### config.mk
export PLATFORM = sky130hd
export DESIGN_NAME = heartbeat_pulse_gen
export DESIGN_NICKNAME = d
export VERILOG_FILES = /design/src/rtl/heartbeat_pulse_gen.sv
export SDC_FILE = /design/constraint.sdc
export NUM_CORES = 1
export LEC_CHECK = 0
export CAP_MARGIN = 15
export CORE_ASPECT_RATIO = 1.4
export CORE_MARGIN = 3
export CORE_UTILIZATION = 40
export CTS_CLUSTER_DIAMETER = 30
export DETAILED_ROUTE_END_ITERATION = 10
export GPL_TIMING_DRIVEN = 1
export PLACE_DENSITY = 0.67
export REMOVE_ABC_BUFFERS = 1
export SYNTH_ARGS = -nofsm -noshare
export SYNTH_HDL_FRONTEND = slang
export SYNTH_SLANG_ARGS = --single-unit
### constraint.sdc
create_clock -name clk -period 4.9 [get_ports clk]
set_input_delay 0.49 -clock clk [delete_from_list [all_inputs] [get_ports clk]]
set_output_delay 0.49 -clock clk [all_outputs]
set_load 0.02 [all_outputs]
### src/rtl/heartbeat_pulse_gen.sv
// Synthetic heartbeat source: turns a BPM setting into a periodic pulse train.
// The beat period CLK_HZ*60/bpm is produced by a 33-bit restoring divider.
`timescale 1ns/1ps
module heartbeat_pulse_gen #(
    parameter int unsigned CLK_HZ   = 100000000,
    parameter int unsigned PULSE_MS = 50,
    parameter int unsigned BPM_MAX  = 240
) (
    input  logic        clk,
    input  logic        rst,
    input  logic        en,
    input  logic [7:0]  bpm,
    output logic        pulse_out,
    output logic        beat_stb,
    output logic [7:0]  cur_bpm,
    output logic [15:0] beat_count
);

    localparam longint unsigned DIVIDEND_L = 64'(CLK_HZ) * 64'd60;
    localparam longint unsigned PULSE_L    = 64'(CLK_HZ) * 64'(PULSE_MS) / 64'd1000;
    localparam logic [32:0]     DIVIDEND   = 33'(DIVIDEND_L);
    localparam logic [32:0]     HIGH_LAST  = 33'(PULSE_L - 64'd1);
    localparam logic [7:0]      BPM_CLAMP  = 8'(BPM_MAX);
    localparam logic [5:0]      DIV_STEPS  = 6'd33;

    // The divider must finish while the pulse is still high, and the pulse
    // must end before the shortest allowed period.
    if (PULSE_L <= 64'd34) begin : g_bad_pulse_short
        $error("PULSE_CYC must exceed the 34-cycle divider latency");
    end
    if (PULSE_L >= DIVIDEND_L / 64'(BPM_MAX)) begin : g_bad_pulse_long
        $error("PULSE_CYC must be shorter than the period at BPM_MAX");
    end
    if (BPM_MAX == 0 || BPM_MAX > 255) begin : g_bad_bpm_max
        $error("BPM_MAX must be in 1..255");
    end
    if (DIVIDEND_L >= 64'h2_0000_0000) begin : g_bad_clk
        $error("CLK_HZ*60 must fit in 33 bits");
    end

    function automatic logic [7:0] clamp_bpm(input logic [7:0] req);
        return (req > BPM_CLAMP) ? BPM_CLAMP : req;
    endfunction

    typedef enum logic [1:0] {IDLE, HIGH, LOW} state_t;

    state_t      state;
    logic [32:0] phase;
    logic [32:0] period;
    logic [32:0] period_last;
    logic [7:0]  eff_bpm;
    logic        start_ok;
    logic        rise;

    logic        div_busy;
    logic [5:0]  div_step;
    logic [32:0] div_acc;
    logic [7:0]  div_rem;
    logic [7:0]  div_den;
    logic [8:0]  rem_shift;
    logic        rem_ge;
    logic [7:0]  rem_next;

    assign eff_bpm     = clamp_bpm(bpm);
    assign start_ok    = en && (bpm != 8'd0);
    assign period_last = period - 33'd1;
    // A beat starts from IDLE, or back-to-back at the last cycle of a period.
    assign rise        = start_ok &&
                         ((state == IDLE) || ((state == LOW) && (phase == period_last)));

    assign rem_shift = {div_rem, div_acc[32]};
    assign rem_ge    = rem_shift >= {1'b0, div_den};
    assign rem_next  = rem_ge ? 8'(rem_shift - {1'b0, div_den}) : rem_shift[7:0];

    // Divider control: one quotient bit per cycle, result written on the 34th edge.
    always_ff @(posedge clk) begin
        if (!rst) begin
            div_busy <= 1'b0;
            div_step <= 6'd0;
        end else if (rise) begin
            div_busy <= 1'b1;
            div_step <= 6'd0;
        end else if (div_busy) begin
            if (div_step == DIV_STEPS) begin
                div_busy <= 1'b0;
            end else begin
                div_step <= div_step + 6'd1;
            end
        end
    end

    // Divider datapath: quotient bits shift into the dividend register.
    always_ff @(posedge clk) begin
        if (rise) begin
            div_acc <= DIVIDEND;
            div_rem <= 8'd0;
            div_den <= eff_bpm;
        end else if (div_busy && (div_step != DIV_STEPS)) begin
            div_acc <= {div_acc[31:0], rem_ge};
            div_rem <= rem_next;
        end
        if (div_busy && (div_step == DIV_STEPS)) begin
            period <= div_acc;
        end
    end

    // Beat sequencer: phase counts cycles since the current rising edge.
    always_ff @(posedge clk) begin
        if (!rst) begin
            state      <= IDLE;
            pulse_out  <= 1'b0;
            beat_stb   <= 1'b0;
            cur_bpm    <= 8'd0;
            beat_count <= 16'd0;
            phase      <= 33'd0;
        end else begin
            beat_stb <= 1'b0;
            if (rise) begin
                state      <= HIGH;
                pulse_out  <= 1'b1;
                beat_stb   <= 1'b1;
                cur_bpm    <= eff_bpm;
                beat_count <= beat_count + 16'd1;
                phase      <= 33'd0;
            end else begin
                case (state)
                    IDLE: begin
                        pulse_out <= 1'b0;
                    end
                    HIGH: begin
                        phase <= phase + 33'd1;
                        if (phase == HIGH_LAST) begin
                            state     <= LOW;
                            pulse_out <= 1'b0;
                        end
                    end
                    LOW: begin
                        if (phase == period_last) begin
                            state <= IDLE;
                        end else begin
                            phase <= phase + 33'd1;
                        end
                    end
                    default: begin
                        state     <= IDLE;
                        pulse_out <= 1'b0;
                    end
                endcase
            end
        end
    end

endmodule

== Word level (Yosys, flattened, before mapping) ==
Index checks and enable logic that the tools add are counted.
Storage, ports and cells
  output and inout bits: 26
  input port bits: 11
  word-level logic and storage cells: 66
  register bits: 150
Operators by class
  bitwise logic cells: 3
  $add $sub $neg: 5
  order comparisons: 2
  equal/unequal tests: 13
  mux-type cells: 15
  reduce and logical (&&, ||, !) cells: 15
Operators by type and width (count)
  33-bit case mux with 2 select lines: 1
  33-bit by 1-bit adder with 33-bit output (second input constant): 1
  33-bit by 23-bit equality test with 1-bit output (second input constant): 1
  33-bit equality test: 1
  33-bit two-way mux: 1
  33-bit by 1-bit subtractor with 33-bit output (second input constant): 1
  16-bit by 1-bit adder with 16-bit output (second input constant): 1
  8-bit two-way mux: 2
  9-bit by 8-bit >= comparator with 1-bit output: 1
  8-bit > comparator (second input constant): 1
  2-bit inequality test (second input constant): 4
  8-bit nonzero test: 1
  8-bit subtractor: 1
  1-bit two-way mux: 7
  6-bit by 1-bit adder with 6-bit output (second input constant): 1
  6-bit equality test (second input constant): 1
  6-bit inequality test (second input constant): 1
  2-bit case mux with 3 select lines: 1
  2-bit AND reduction: 3
  3-bit AND reduction: 2
  1-bit logical AND: 5
  2-bit two-way mux: 2
  3-bit by 2-bit inequality test with 1-bit output (second input constant): 1
  3-bit inequality test (second input constant): 1
  9 further kinds: 11

== Logic depth before layout (Yosys ltp) ==
  depth in word-level cells: 7
  depth in mapped cells: 15
  depth with buffers taken out: 12

== Worst setup path after synthesis ==
OpenSTA, ideal clock, no wires.
  path type: reg-to-reg
  from: register period[11]
  to: register div_den[0], enable pin
  setup slack: 1133 ps
  path buffers: 5
  required time: 4524 ps
  arrival time: 3391 ps
  cell stages (with the launch flop): 14
  clock period less this slack: 3767 ps
  setup time: 376 ps
  cell sequence: edfxtp_1 > buf_2 > or4_1 > buf_2 > nor4_4 > and3_1 > o21ai_1 > a2111o_1 > nor4_2 > buf_4 > a21oi_2 > buf_6 > inv_2 > buf_1
On the way
  cells in the longest elaborated chain, start to end: 5
Ends and longest elaborated chain
  from (decl): RTL line 49  | logic [32:0] period;
  from (signal assigned): RTL line 103  | period <= div_acc;
  33-bit by 1-bit subtractor with 33-bit output: RTL line 66  | assign period_last = period - 33'd1;
  33-bit equality test: RTL line 69  | ((state == IDLE) || ((state == LOW) && (phase == period_last)));
  1-bit logical AND: RTL line 69
  1-bit logical OR: RTL line 69
  1-bit logical AND: RTL line 68  | assign rise = start_ok &&
  via rise: RTL line 53  | logic rise;
  to (signal assigned): RTL line 97  | div_den <= eff_bpm;
  to (decl): RTL line 59  | logic [7:0] div_den;
The timed path passes the listed nets, and every way through them passes these cells.
A chain may end at the register's enable or synchronous reset.

== Final worst setup path ==
  from: register period[3]
  to: register beat_count[9]
On the way
  cells in the longest elaborated chain, start to end: 5
Ends and longest elaborated chain
  33-bit by 1-bit subtractor with 33-bit output: RTL line 66
  33-bit equality test: RTL line 69
  1-bit logical AND: RTL line 69
  1-bit logical OR: RTL line 69
  1-bit logical AND: RTL line 68
  to (signal assigned): RTL line 123  | beat_count <= beat_count + 16'd1;
  to (decl): RTL line 16  | output logic [15:0] beat_count
No other way between the ends.

==> impl_metrics.json <==
{
  "yosysWarnings": 0,
  "place.gp.congestion": 0.930,
  "synth_flop_cell": "dfxtp_1",
  "die_area_um2": 20900,
  "max_freq_mhz": 238,
  "worst-path-max-fanout": 39,
  "syn_area_per_cell_um2": 8.86,
  "grt_pass1_vias": 5920,
  "dp_hpwl_mm": 12.2,
  "htreeDepth": 4,
  "required_ns": 5.24,
  "wire_per_inst_um": 15.1,
  "synth_area_leader_cell": "dfxtp_1",
  "r2r-start": "period[3]",
  "final_common_cell": "nand2_1",
  "drtIter0Drc": 358,
  "p_comb_frac": 0.097,
  "start_kind": "register",
  "start_util": 0.410,
  "core-area_um2": 18700,
  "grt_usage": 0.174,
  "status": "finished clean",
  "power_density_nw_per_um2": 332,
  "hp-class": "reg2reg",
  "switching_share": 0.269,
  "r2r_slack_ns": 0.70,
  "ios": 37,
  "finalWorstSetupSlack_ns": 0.703,
  "ys_seq_elements": 150,
  "relSlewSlack": 0.318,
  "clock_latency_ns": 0.43,
  "r2r_end": "beat_count[9]",
  "vias": 6359,
  "grt_max_degree": 40,
  "cp_data_arrival_time_ns": 4.54,
  "area_growth_pct": 14.8,
  "io_buffers": 36,
  "synth.distinct_cells": 75,
  "drt-total-wl_mm": 17.2,
  "overflow": 0,
  "die_h_um": 170,
  "fp.dieW_um": 123,
  "hold_path_depth": 0,
  "vias_per_cell": 5.59,
  "synth_cells": 864,
  "cap_viol_max_count": 0,
  "power_frac_clock": 0.432,
  "period_share": 0.856,
  "synthArstFlopShare": 0,
  "tightest_slew_ns": 1.02,
  "dp_slack_ns": 0.742,
  "min_from": "div_acc[27]",
  "rows": 59,
  "fin_util": 0.471,
  "p_switching_mw": 0.784,
  "grt_pass1_wl_mm": 29.0,
  "cts.reportedPaths.clkPinSlew_ns": 0.06,
  "firstDrtPassIters": 5,
  "seq_power_share": 0.471,
  "numCtsBuffers": 17,
  "cts_resized": 0,
  "p_int_mw": 2.13,
  "cts-root-buf": "clkbuf_16",
  "yosys-top-cells-area": "dfxtp_1 (29%), edfxtp_1 (16%), nand2_1 (5.9%), a21oi_1 (5.4%), xnor2_1 (3.4%)",
  "crit_type": "reg2reg",
  "worstRegToRegCells": 10,
  "min_period_ns": 4.20,
  "cp-end-kind": "register",
  "cts_buffer_depth": 2,
  "mostFrequentLayoutCells": "nand2_1 (121), dfxtp_1 (109), a21oi_1 (82)",
  "drc_errors": 0,
  "clock_sinks": 150,
  "final-hold-violation-count": 0,
  "netlist.area_leader.share": 0.285,
  "hold_buffers": 0,
  "drive_above_1_share": 0.0772,
  "setup_viol": 0,
  "antenna_found_initial": 0,
  "worstHoldEndpoint": "period[27]",
  "nets": 906,
  "rsz0062_at_grt": "false",
  "synth_edf_count": 41,
  "seq_area_frac_synth": 0.446,
  "antenna_left": 0,
  "cts_tree": "yes",
  "n_antenna_cell": 0,
  "peakVddDrop_uv": 236,
  "syn_area_um2": 7660,
  "tns_ns": 0,
  "finalClockSkew_ns": 0.0112,
  "finalMaxSlewViolations": 0,
  "p_leak_nw": 2.93,
  "post_cts_buffers": 0
}
registers in the layout, summed over array words and instances, names as in the netlist, 6 cells and up:
| register | flops |
|---|---|
| div_acc | 33 |
| div_rem | 8 |
| div_step | 6 |
| beat_count | 16 |
| cur_bpm | 8 |
| period | 33 |
| div_den | 8 |
| phase | 33 |
power groups by stage:
stage          logic [mW]  registers, mW  clock network, mW
5_1_grt             0.323           1.38               1.33
6_report            0.282           1.37               1.26
2_1_floorplan       0.192           1.40                  0
4_1_cts             0.286           1.37               1.29
3_3_place_gp        0.279           1.40                  0
3_5_place_dp        0.283           1.40                  0
worst max path at each step:
stage / cells after the start / startpoint / slack [ns] / endpoint
floorplan: 9 / period[3] / -0.04 / div_step[1]
detailed placement: 10 / period[3] / 0.74 / beat_count[10]
global placement: 10 / period[3] / 0.79 / beat_count[7]
global route: 10 / period[3] / 0.45 / beat_count[9]
CTS: 10 / period[3] / 0.71 / beat_count[10]
finish: 10 / period[3] / 0.70 / beat_count[9]
worst max-delay path: stages (launching register included):
cell and delay [ns]:
edfxtp_1 0.47, or4_1 0.73, or3_4 0.47, nor4_4 0.34, xnor2_1 0.21, a22oi_4 0.13, a221oi_1 0.55, a21oi_4 0.30
buf_12 0.25, or4_1 0.50, a21oi_1 0.14
metal layers:
metal  global-route usage  wire length [um]
met3               0.0357               721
met2                0.281              8300
met4               0.0926               745
met5                    0                 0
met1                0.216              7450
area by class of cell:
type | instances | area (um2)
Multi-Input combinational cell | 635 | 3940
Clock inverter | 14 | 131
Sequential cell | 150 | 3410
Tap cell | 244 | 305
Clock buffer | 18 | 439
Inverter | 31 | 116
Timing Repair Buffer | 46 | 448
Fill cell | 1765 | 9890
cell usage after synthesis, types with 5 or more instances:
library cell  number
a211oi_1           7
a21oi_1           83
and2_1            11
and3_1            11
buf_2             10
clkbuf_1          31
dfxtp_1          109
edfxtp_1          41
ha_1              13
inv_1             30
mux2i_1            7
nand2_1          121
nand2b_1           8
nand3_1           32
nand4_1           25
nor2_1            49
nor2b_1            6
nor3_1            18
nor4_1            15
nor4b_1            5
o211ai_1           6
o21ai_0           33
o31ai_1           18
or3_1             19
or4_1             21
xnor2_1           30
xor2_1            23
kinds of logic after synthesis:
| logic type | share of synthesized area |
|---|---|
| simple gates | 0.257 |
| compound gates | 0.159 |
| flops | 0.446 |
| buf+inv | 0.0428 |
| xor+xnor | 0.0606 |
| fa+ha+maj | 0.0239 |
| mux | 0.0106 |
per-stage QoR:
stage	instances	total power, mW	hold WS [ns]	area, um2
finish	1138	2.92	0.453	8790
global route	1138	3.04	0.472	8790
CTS	1138	2.95	0.454	8790
detailed placement	1106	1.68	0.439	8220
global placement	1106	1.68	0.441	8220
floorplan	816	1.59	0.430	7440
(Power assumes the default switching activity.)
